[src/rtl/demultiplexador_1x4_16b_hs_pkg.sv]
// Shared constants for the 1-to-4 registered demultiplexer: widths, channel
// indices and the selector decode.
package demux_pkg;

  localparam int LARGURA_PADRAO          = 16;
  localparam int LARGURA_CONTADOR_PADRAO = 8;
  localparam int NUM_SAIDAS              = 4;
  localparam int LARGURA_SELECAO         = 2;

  localparam logic [LARGURA_SELECAO-1:0] CANAL_0 = 2'd0;
  localparam logic [LARGURA_SELECAO-1:0] CANAL_1 = 2'd1;
  localparam logic [LARGURA_SELECAO-1:0] CANAL_2 = 2'd2;
  localparam logic [LARGURA_SELECAO-1:0] CANAL_3 = 2'd3;

  // One-hot channel decode of the selector.
  function automatic logic [NUM_SAIDAS-1:0] decodificar(input logic [LARGURA_SELECAO-1:0] sel);
    return NUM_SAIDAS'(1) << sel;
  endfunction

endpackage

[src/rtl/demultiplexador_1x4_16b_hs_if.sv]
// Producer/consumer bus of the 1-to-4 demultiplexer. master = environment side
// (producer and the four consumers), slave = the demultiplexer.
interface demultiplexador_1x4_16b_hs_if
  import demux_pkg::*;
#(
  parameter int LARGURA          = LARGURA_PADRAO,
  parameter int LARGURA_CONTADOR = LARGURA_CONTADOR_PADRAO
);
  // Handshake: a word moves on a link exactly in a cycle where valid and ready
  // are both 1 at the rising edge; valid never depends on ready, and a raised
  // valid keeps its data stable until that transfer happens.
  logic [LARGURA-1:0]          entrada;
  logic [LARGURA_SELECAO-1:0]  entrada_controle;
  logic                        entrada_valida;
  logic                        entrada_pronta;

  logic [LARGURA-1:0]          saida_0, saida_1, saida_2, saida_3;
  logic                        saida_valida_0, saida_valida_1, saida_valida_2, saida_valida_3;
  logic                        saida_pronta_0, saida_pronta_1, saida_pronta_2, saida_pronta_3;
  logic [LARGURA_CONTADOR-1:0] contagem_0, contagem_1, contagem_2, contagem_3;

  modport master (
    output entrada, entrada_controle, entrada_valida,
    output saida_pronta_0, saida_pronta_1, saida_pronta_2, saida_pronta_3,
    input  entrada_pronta,
    input  saida_0, saida_1, saida_2, saida_3,
    input  saida_valida_0, saida_valida_1, saida_valida_2, saida_valida_3,
    input  contagem_0, contagem_1, contagem_2, contagem_3
  );

  modport slave (
    input  entrada, entrada_controle, entrada_valida,
    input  saida_pronta_0, saida_pronta_1, saida_pronta_2, saida_pronta_3,
    output entrada_pronta,
    output saida_0, saida_1, saida_2, saida_3,
    output saida_valida_0, saida_valida_1, saida_valida_2, saida_valida_3,
    output contagem_0, contagem_1, contagem_2, contagem_3
  );

endinterface

[src/rtl/demultiplexador_1x4_16b_hs_registrador_saida.sv]
// One output slot: data register, valid flag and delivered-word counter.
// Accept and delivery in the same cycle reload the slot so valid stays high.
module registrador_saida
  import demux_pkg::*;
#(
  parameter int LARGURA          = LARGURA_PADRAO,
  parameter int LARGURA_CONTADOR = LARGURA_CONTADOR_PADRAO
) (
  input  logic                        clock,
  input  logic                        reset,
  input  logic                        carregar,
  input  logic                        pronta,
  input  logic [LARGURA-1:0]          dado,
  output logic [LARGURA-1:0]          saida,
  output logic                        valida,
  output logic [LARGURA_CONTADOR-1:0] contagem
);

  logic entrega;
  assign entrega = valida && pronta;

  always_ff @(posedge clock) begin
    if (reset) begin
      saida    <= '0;
      valida   <= 1'b0;
      contagem <= '0;
    end else begin
      if (carregar) begin
        saida  <= dado;
        valida <= 1'b1;
      end else if (entrega) begin
        valida <= 1'b0;
      end
      // Free-running wrap, no saturation.
      if (entrega)
        contagem <= contagem + LARGURA_CONTADOR'(1);
    end
  end

endmodule

[src/rtl/demultiplexador_1x4_16b_hs.sv]
// Registered 1-to-4 demultiplexer: the selector picks which slot loads the
// input word; input ready looks only at the selected slot.
module demultiplexador_1x4_16b_hs
  import demux_pkg::*;
#(
  parameter int LARGURA          = LARGURA_PADRAO,
  parameter int LARGURA_CONTADOR = LARGURA_CONTADOR_PADRAO
) (
  input logic                          clock,
  input logic                          reset,
  demultiplexador_1x4_16b_hs_if.slave  bus
);

  logic [NUM_SAIDAS-1:0]       valida_vec;
  logic [NUM_SAIDAS-1:0]       pronta_vec;
  logic [NUM_SAIDAS-1:0]       carregar_vec;
  logic [LARGURA-1:0]          dados_saida [NUM_SAIDAS];
  logic [LARGURA_CONTADOR-1:0] contagens   [NUM_SAIDAS];
  logic                        aceita;

  assign pronta_vec = {bus.saida_pronta_3, bus.saida_pronta_2,
                       bus.saida_pronta_1, bus.saida_pronta_0};

  // No path from entrada_valida into entrada_pronta.
  assign bus.entrada_pronta = !valida_vec[bus.entrada_controle] ||
                              pronta_vec[bus.entrada_controle];
  assign aceita       = bus.entrada_valida && bus.entrada_pronta;
  assign carregar_vec = {NUM_SAIDAS{aceita}} & decodificar(bus.entrada_controle);

  for (genvar k = 0; k < NUM_SAIDAS; k++) begin : g_slot
    registrador_saida #(
      .LARGURA          (LARGURA),
      .LARGURA_CONTADOR (LARGURA_CONTADOR)
    ) u_slot (
      .clock    (clock),
      .reset    (reset),
      .carregar (carregar_vec[k]),
      .pronta   (pronta_vec[k]),
      .dado     (bus.entrada),
      .saida    (dados_saida[k]),
      .valida   (valida_vec[k]),
      .contagem (contagens[k])
    );
  end

  assign bus.saida_0        = dados_saida[CANAL_0];
  assign bus.saida_1        = dados_saida[CANAL_1];
  assign bus.saida_2        = dados_saida[CANAL_2];
  assign bus.saida_3        = dados_saida[CANAL_3];
  assign bus.saida_valida_0 = valida_vec[CANAL_0];
  assign bus.saida_valida_1 = valida_vec[CANAL_1];
  assign bus.saida_valida_2 = valida_vec[CANAL_2];
  assign bus.saida_valida_3 = valida_vec[CANAL_3];
  assign bus.contagem_0     = contagens[CANAL_0];
  assign bus.contagem_1     = contagens[CANAL_1];
  assign bus.contagem_2     = contagens[CANAL_2];
  assign bus.contagem_3     = contagens[CANAL_3];

endmodule

[src/flat_wrapper.sv]
// flat-port wrapper written by rule: the top's interface ports become plain ports
module demultiplexador_1x4_16b_hs_flat import demux_pkg::*;
#(
  parameter int LARGURA          = LARGURA_PADRAO,
  parameter int LARGURA_CONTADOR = LARGURA_CONTADOR_PADRAO
)
  (clock, reset, bus_entrada, bus_entrada_controle, bus_entrada_valida, bus_saida_pronta_0, bus_saida_pronta_1, bus_saida_pronta_2, bus_saida_pronta_3, bus_entrada_pronta, bus_saida_0, bus_saida_1, bus_saida_2, bus_saida_3, bus_saida_valida_0, bus_saida_valida_1, bus_saida_valida_2, bus_saida_valida_3, bus_contagem_0, bus_contagem_1, bus_contagem_2, bus_contagem_3);
  demultiplexador_1x4_16b_hs_if #(.LARGURA(LARGURA), .LARGURA_CONTADOR(LARGURA_CONTADOR)) bus_i ();
  input logic clock;
  input logic reset;
  input wire logic [$bits(bus_i.entrada)-1:0] bus_entrada;
  input wire logic [$bits(bus_i.entrada_controle)-1:0] bus_entrada_controle;
  input wire logic [$bits(bus_i.entrada_valida)-1:0] bus_entrada_valida;
  input wire logic [$bits(bus_i.saida_pronta_0)-1:0] bus_saida_pronta_0;
  input wire logic [$bits(bus_i.saida_pronta_1)-1:0] bus_saida_pronta_1;
  input wire logic [$bits(bus_i.saida_pronta_2)-1:0] bus_saida_pronta_2;
  input wire logic [$bits(bus_i.saida_pronta_3)-1:0] bus_saida_pronta_3;
  output wire logic [$bits(bus_i.entrada_pronta)-1:0] bus_entrada_pronta;
  output wire logic [$bits(bus_i.saida_0)-1:0] bus_saida_0;
  output wire logic [$bits(bus_i.saida_1)-1:0] bus_saida_1;
  output wire logic [$bits(bus_i.saida_2)-1:0] bus_saida_2;
  output wire logic [$bits(bus_i.saida_3)-1:0] bus_saida_3;
  output wire logic [$bits(bus_i.saida_valida_0)-1:0] bus_saida_valida_0;
  output wire logic [$bits(bus_i.saida_valida_1)-1:0] bus_saida_valida_1;
  output wire logic [$bits(bus_i.saida_valida_2)-1:0] bus_saida_valida_2;
  output wire logic [$bits(bus_i.saida_valida_3)-1:0] bus_saida_valida_3;
  output wire logic [$bits(bus_i.contagem_0)-1:0] bus_contagem_0;
  output wire logic [$bits(bus_i.contagem_1)-1:0] bus_contagem_1;
  output wire logic [$bits(bus_i.contagem_2)-1:0] bus_contagem_2;
  output wire logic [$bits(bus_i.contagem_3)-1:0] bus_contagem_3;
  assign bus_i.entrada = bus_entrada;
  assign bus_i.entrada_controle = bus_entrada_controle;
  assign bus_i.entrada_valida = bus_entrada_valida;
  assign bus_i.saida_pronta_0 = bus_saida_pronta_0;
  assign bus_i.saida_pronta_1 = bus_saida_pronta_1;
  assign bus_i.saida_pronta_2 = bus_saida_pronta_2;
  assign bus_i.saida_pronta_3 = bus_saida_pronta_3;
  assign bus_entrada_pronta = bus_i.entrada_pronta;
  assign bus_saida_0 = bus_i.saida_0;
  assign bus_saida_1 = bus_i.saida_1;
  assign bus_saida_2 = bus_i.saida_2;
  assign bus_saida_3 = bus_i.saida_3;
  assign bus_saida_valida_0 = bus_i.saida_valida_0;
  assign bus_saida_valida_1 = bus_i.saida_valida_1;
  assign bus_saida_valida_2 = bus_i.saida_valida_2;
  assign bus_saida_valida_3 = bus_i.saida_valida_3;
  assign bus_contagem_0 = bus_i.contagem_0;
  assign bus_contagem_1 = bus_i.contagem_1;
  assign bus_contagem_2 = bus_i.contagem_2;
  assign bus_contagem_3 = bus_i.contagem_3;
  demultiplexador_1x4_16b_hs #(.LARGURA(LARGURA), .LARGURA_CONTADOR(LARGURA_CONTADOR)) u_core (.clock(clock), .reset(reset), .bus(bus_i));
endmodule
[config.mk]
export PLATFORM = sky130hd
export DESIGN_NAME = demultiplexador_1x4_16b_hs_flat
export DESIGN_NICKNAME = d
export VERILOG_FILES = /design/src/rtl/demultiplexador_1x4_16b_hs_pkg.sv /design/src/rtl/demultiplexador_1x4_16b_hs_if.sv /design/src/rtl/demultiplexador_1x4_16b_hs_registrador_saida.sv /design/src/rtl/demultiplexador_1x4_16b_hs.sv /design/src/flat_wrapper.sv
export SDC_FILE = /design/constraint.sdc
export NUM_CORES = 1
export LEC_CHECK = 0
export BUFFER_PORTS_ARGS = -buffer_cell sky130_fd_sc_hd__buf_2
export CORE_MARGIN = 2
export CORE_UTILIZATION = 40
export CTS_BUF_LIST = sky130_fd_sc_hd__clkbuf_2
export DETAILED_ROUTE_END_ITERATION = 8
export PLACE_DENSITY = 0.72
export SLEW_MARGIN = 20
export SYNTH_ARGS = -nofsm -noshare
export SYNTH_HDL_FRONTEND = slang
export SYNTH_SLANG_ARGS = --single-unit
[constraint.sdc]
create_clock -name clock -period 3.34 [get_ports clock]
set_clock_uncertainty 0.1 [all_clocks]
set_input_delay 0.835 -clock clock [delete_from_list [all_inputs] [get_ports clock]]
set_output_delay 0.835 -clock clock [all_outputs]
set_load 0.02 [all_outputs]
==> qor.csv, run 1 <==
stage;metric;value;unit
drt;met3 WL;989;um
clocking;buffers inserted by post-CTS timing repair;0;
finish;register area;2000;um^2
pwr;switching pwr;589;uW
sta;worst rel slew slack;56.6;%
synth;Gate Count Post-Synth;481;
synth;Synthesized Nets;510;
synth;Mean Syn Cell Area;8.55;um^2
pwr;internal power;1400;uW
sta;Final Max Slew Viols;0;
synth;Synth cell types;35;
global_routing;vias in the first global route;3569;
drt;iteration-0 DRC count of the detailed router;203;
placed_design;# port buffers;125;
finish;Area Growth Syn to Fin;18.5;%
worst_setup_path;Critical Path Source Type;flip-flop;
placed_design;DP HPWL;8260;um
drt;vias per cell;5.47;
drt;number of remaining DRC errors;0;
drt;DR pass1 iterations;5;
worst_setup_path;Critical Path Fanout Max;8;
drt;post-route ant nets;0;
synth;Area contributors post-synth;dfxtp_1, a21oi_1, nand3_1, o21ai_0, buf_2;
floorplan;total die area;11100;um^2
pwr;Clock power frac;27.2;%
pwr;Logic pwr share;10.1;%
drt;Met1 Wirelength;5060;um
finish;Fillers;1029;
finish;share of layout cells above drive strength 1;26.9;%
synth;Post-synth EDFFs;0;
clocking;clock transition at the registers of the reported paths;0.27;ns
synth;Synth area leader;dfxtp_1;
pwr;overall power;1990;uW
synth;most frequent cell after synthesis;dfxtp_1;
floorplan;row count;37;
global_routing;largest net degree at the start of global routing;64;
drt;Max Used Layer;met4;
clocking;clock root cell;clkbuf_2;
global_routing;initial antenna violation count;0;
sta;Fin Hold WS;0.389;ns
floorplan;# IOs;126;
placed_design;Final Wtd Congestion;0.858;
floorplan;Core Box Area;10100;um^2
synth;Synth top area share;48.7;%
global_routing;grt ovf;0;
synth;Async SR Flop Fraction;0;%
drt;metal2 WL;5190;um
clocking;number of hold buffers added after CTS;0;
worst_setup_path;Worst EP arrival;1.96;ns
global_routing;first-pass GRT wire length;18200;um
drt;vias;3979;
worst_setup_path;Worst EP required;2.40;ns
floorplan;chip height;105;um
pwr;VDD IR max;0.174;mV
finish;# nets final;616;
pwr;Sw Share;29.6;%
floorplan;Initial Util;40.6;%
drt;Avg WL per Cell;15.7;um
clocking;worst skew pair latency;0.55;ns
worst_setup_path;Setup crit end kind;output port;
clocking;H-tree Lvls;3;
min_path;Hold Crit Class;reg -> reg;
clocking;CTS resizes;0;
synth;Synth Flop Type;dfxtp_1;
synth;sequential element share of the synthesized area;48.7;%
sta;fin worst setup slack;0.447;ns
job;max-cap violations;0;
sta;final hold vios;0;
clocking;# clock sinks;100;
sta;Setup TNS;0;ns
sta;RSZ-0062 raised after global routing;false;
clocking;CTS Buf Count;9;
sta;Tightest Pin Transition;0.652;ns
placed_design;dpl ws;0.530;ns
synth;Synth Register Bits;100;
sta;Final setup violation count;0;
pwr;Seq pwr share;62.7;%
clocking;CTS tree;built;
synth;mapped cell area;4110;um^2
outcome;outcome;completed;
worst_setup_path;Setup Crit Path Kind;reg -> out;
finish;# diodes;0;
sta;Max Freq;346;MHz
drt;Routed WL;11500;um
pwr;Leak;0.00196;uW
pwr;Power Density;407;nW/um^2
sta;Final period util;86.6;%
synth;Post-synth top cells;dfxtp_1, a21oi_1, nand3_1;
synth;number of synthesis warnings;0;
finish;multi-input logic area;1900;um^2
clocking;worst-case clock buffer depth;2;
global_routing;GRT Util Overall;20.2;%
floorplan;Die Span X;105;um
sta;Final min period;2.89;ns
-- cells in the final DEF, fill, tap and decap left out, types with 8 or more instances in the layout --
cell type,instances
a21oi_1,88
o31ai_1,8
nand2_1,15
o21ai_0,63
or4_1,8
or3_1,8
dfxtp_1,100
nor2_1,15
o21ai_1,8
buf_2,124
nand4_1,8
nand3_1,77
buf_4,8
clkbuf_2,9
-- per-layer routing --
layer,global-route usage [%],up-vias
met4,6.76,0
li1,-,1953
met1,27.0,1839
met2,32.5,169
met5,0,-
met3,4.33,18
-- power groups by stage --
stage	clock network (uW)	registers, uW	logic [uW]
global route	611	1250	218
finish	539	1250	201
floorplan	0	1300	87.7
global placement	0	1260	198
detailed placement	0	1270	201
CTS	562	1250	201
-- area by class of cell --
type / count / area share, %
sequential: 100 / 41.1
tap: 136 / 3.49
clock buffer: 9 / 0.924
inverter: 4 / 0.308
multi-input combinational: 340 / 39.0
timing repair buffer: 132 / 14.0
clock inverter: 7 / 1.23
-- cell families (layout without fill, tap and decap cells) --
group,count (synthesis),in the layout,synth area share (%)
compound gates,168,168,21.0
xor+xnor,8,8,1.70
fa+ha+maj,4,4,1.22
buf+inv,41,152,5.11
flops,100,100,48.7
mux,5,5,1.64
simple gates,155,155,20.7
-- metrics by stage --
stage                     std cells  utilization [%]  cell area [um^2]
after detailed placement        712             47.0              4770
after global routing            728             48.1              4870
after floorplan                 481                -              4110
after CTS                       728             48.1              4870
final                           728             48.1              4870
after global placement          712             47.0              4770
-- path summary, 6_finish.rpt --
| path | start | to | slack (ns) | cells past startpoint |
|---|---|---|---|---|
| setup / recovery | u_core.g_slot[0].u_slot.valida | bus_entrada_pronta | 0.45 | 3 |
| hold / removal | u_core.g_slot[0].u_slot.saida[8] | u_core.g_slot[0].u_slot.saida[8] | 0.39 | 2 |
| setup reg to reg | u_core.g_slot[0].u_slot.valida | u_core.g_slot[0].u_slot.saida[5] | 1.80 | 3 |
| hold reg to reg | u_core.g_slot[0].u_slot.saida[8] | u_core.g_slot[0].u_slot.saida[8] | 0.39 | 2 |
-- flip-flops by register name (all words and copies together) (netlist names) --
signal,count
u_core.g_slot.u_slot.saida,64
u_core.g_slot.u_slot.contagem,32
u_core.g_slot.u_slot.valida,4
-- critical path: stages, from the launching register on --
cell and delay, ns:
dfxtp_1 0.52, or2b_1 0.27, mux4_2 0.47, buf_2 0.18
(Power assumes the default switching activity.)
==> inputs of run 2 (changes only) <==
CORE_UTILIZATION = 55   (was 40)
PLACE_DENSITY = 0.92   (was 0.72)
==> run 2 against run 1 <==
Net effect: hold slack hardly changed; flip-flop and latch count did not move; sequential share of layout area is 0.65 points higher; clock-buffer cell count increased by 1; critical path depth unchanged; cell count down 5.4%; clock power is 8.5% lower; maximum frequency shrank 1.0%; register-to-register slack worse by 0.05 ns; setup slack worse by 0.030 ns; utilization increased by 18 points.
==> qor.csv, run 2 (synthesis gave the netlist of run 1 again) <==
stage;metric;value;unit;change
worst_setup_path;Setup crit end kind;output port;;
pwr;Clock power frac;25.5;%;-1.7 points
drt;post-route ant nets;0;;unchanged
global_routing;largest net degree at the start of global routing;67;;+4.7%
finish;number of flip-flops in the largest register;64;;unchanged
clocking;clock root cell;clkbuf_2;;
drt;Routed WL;11000;um;-4.2%
finish;# nets final;614;;-0.32%
clocking;# clock sinks;100;;unchanged
drt;number of remaining DRC errors;0;;unchanged
min_path;WHS Endpoint;u_core.g_slot[0].u_slot.saida[8];;
floorplan;Initial Util;56.7;%;+16 points
placed_design;Placed Area;4710;um^2;-1.3%
clocking;worst skew pair latency;0.54;ns;about the same
pwr;internal power;1390;uW;-0.67%
drt;vias;4068;;+2.2%
pwr;Power Density;404;nW/um^2;-0.89%
sta;Fin Hold WS;0.389;ns;+0.000242 ns
sta;fin worst setup slack;0.417;ns;-0.0305 ns
global_routing;initial antenna violation count;0;;unchanged
worst_setup_path;Critical Path, Cell by Cell;or2b_1 -> mux4_2 -> buf_2;;
global_routing;GRT Util Overall;26.0;%;+5.8 points
pwr;Leak;0.00196;uW;-0.24%
drt;iteration-0 DRC count of the detailed router;248;;+22%
pwr;Seq pwr share;64.2;%;+1.5 points
worst_setup_path;cell family with most CP delay;flip-flops;;
worst_setup_path;Worst path max stage delay;0.54;ns;+0.02 ns
placed_design;DP HPWL;7800;um;-5.6%
global_routing;first-pass GRT wire length;17600;um;-3.1%
worst_setup_path;Worst EP required;2.40;ns;about the same
min_path;Hold Startpoint;u_core.g_slot[0].u_slot.saida[8];;
floorplan;total die area;8190;um^2;-26%
clocking;CTS resizes;0;;unchanged
drt;DR pass1 iterations;7;;+2
clocking;H-tree Lvls;3;;unchanged
sta;Max Freq;342;MHz;-1.0%
finish;# diodes;0;;unchanged
worst_setup_path;worst reg2reg path depth;3;;unchanged
outcome;outcome;completed;;
job;max-cap violations;0;;unchanged
sta;Final period util;87.5;%;+0.91 points
floorplan;chip height;90.5;um;-14%
finish;largest reg by FF count;u_core.g_slot.u_slot.saida;;
sta;Final setup violation count;0;;unchanged
floorplan;row count;31;;-16%
sta;Final Max Slew Viols;0;;unchanged
placed_design;# port buffers;125;;unchanged
worst_setup_path;Critical Path Fanout Max;8;;unchanged
worst_setup_path;CP bufs+invs;1;;unchanged
clocking;CTS tree;built;;
clocking;worst-case clock buffer depth;2;;unchanged
worst_setup_path;R2R setup slack;1.75;ns;-0.05 ns
finish;Area Growth Syn to Fin;16.6;%;
floorplan;Die Span X;90.5;um;-14%
finish;most frequent cells in the layout;buf_2, dfxtp_1, a21oi_1;;
finish;commonest non-fill, non-tap cell in the layout;buf_2;;
worst_setup_path;Setup Crit Path Kind;reg -> out;;
worst_setup_path;Worst EP arrival;1.99;ns;+0.03 ns
placed_design;Final Wtd Congestion;0.838;;-2.3%
clocking;buffers inserted by post-CTS timing repair;0;;unchanged
sta;Setup TNS;0;ns;unchanged
pwr;Sw Share;28.4;%;-1.3 points
sta;Tightest Pin Transition;1.08;ns;+0.432 ns
pwr;VDD IR max;0.209;mV;+20%
worst_setup_path;RR Endpoint;u_core.g_slot[0].u_slot.saida[3];;
min_path;Hold Crit Class;reg -> reg;;
floorplan;# IOs;126;;unchanged
worst_setup_path;CP max-delay cell;dfxtp_1;;
finish;Design Area, Final;4800;um^2;-1.6%
drt;Avg WL per Cell;15.9;um;+1.2%
global_routing;grt ovf;0;;unchanged
min_path;Hold Path Depth;2;;unchanged
worst_setup_path;FF-to-FF Start;u_core.g_slot[0].u_slot.valida;;
drt;vias per cell;5.90;;+8.0%
pwr;switching pwr;550;uW;-6.6%
finish;Regs by FF count;u_core.g_slot.u_slot.saida x64, u_core.g_slot.u_slot.contagem x32, u_core.g_slot.u_slot.valida x4;;
floorplan;Core Box Area;7250;um^2;-28%
finish;Fillers;648;;-37%
sta;RSZ-0062 raised after global routing;false;;
placed_design;dpl ws;0.557;ns;+0.0268 ns
pwr;Logic pwr share;10.3;%;+0.2 points
clocking;CTS Buf Count;9;;unchanged
sta;final hold vios;0;;unchanged
global_routing;vias in the first global route;3636;;+1.9%
worst_setup_path;Critical Path Source Type;flip-flop;;
finish;share of layout cells above drive strength 1;26.6;%;-0.25 points
sta;Final min period;2.92;ns;+0.0305 ns
clocking;clock transition at the registers of the reported paths;0.27;ns;about the same
clocking;number of hold buffers added after CTS;0;;unchanged
sta;worst rel slew slack;27.4;%;-29 points
-- run 2: changes by cell type in the layout (fill, tap and decap cells not counted), sizes merged --
cell,before,now
buf,132,130
clkbuf,9,10
clkinv,2,4
clkinvlp,3,1
inv,6,5
-- run 2: cell type report --
cell class              count  area, um^2  area share (%)
inverters                   4        15.0           0.313
flip-flops and latches    100        2000            41.7
well taps                  99         124            2.58
clock buffers              10        50.0            1.04
repair buffers            130         666            13.9
multi-input cells         340        1900            39.6
clock inverters             6        40.0           0.834
-- run 2: power by group through the flow --
stage	Sequential [uW]	Combinational, uW	Clock [uW]
after floorplan	1300	87.7	0
after detailed placement	1270	197	0
after global placement	1260	191	0
after global routing	1250	215	555
after CTS	1240	197	504
final	1240	200	493
-- run 2: worst max-delay path by stage --
stage	from	end	slack, ns	cells after the start
after floorplan	bus_saida_pronta_0	bus_entrada_pronta	0.71	3
after global placement	bus_saida_pronta_0	bus_entrada_pronta	0.57	4
after detailed placement	bus_saida_pronta_2	bus_entrada_pronta	0.56	4
after CTS	u_core.g_slot[0].u_slot.valida	bus_entrada_pronta	0.41	3
after global routing	u_core.g_slot[0].u_slot.valida	bus_entrada_pronta	0.33	3
final	u_core.g_slot[0].u_slot.valida	bus_entrada_pronta	0.42	3
-- run 2: metal layers --
layer	vias up	GRT usage, %	wire length (um)
met3	27	4.59	921
met5	-	0	0
met2	193	41.5	5210
met4	0	11.5	297
met1	1897	34.4	4540
li1	1951	-	-
-- run 2: through the flow --
step | util [%] | power, uW | std cells
after floorplan | - | 1390 | 481
after global placement | 64.9 | 1460 | 673
after detailed placement | 64.9 | 1460 | 673
after CTS | 66.2 | 1950 | 689
after global routing | 66.2 | 2020 | 689
final | 66.2 | 1940 | 689
-- run 2: worst register-to-register path, delay by kind of cell, from the launching register on --
family,cells,cell delay [ns]
simple gates,1,0.52
flops,1,0.54
compound gates,2,0.37
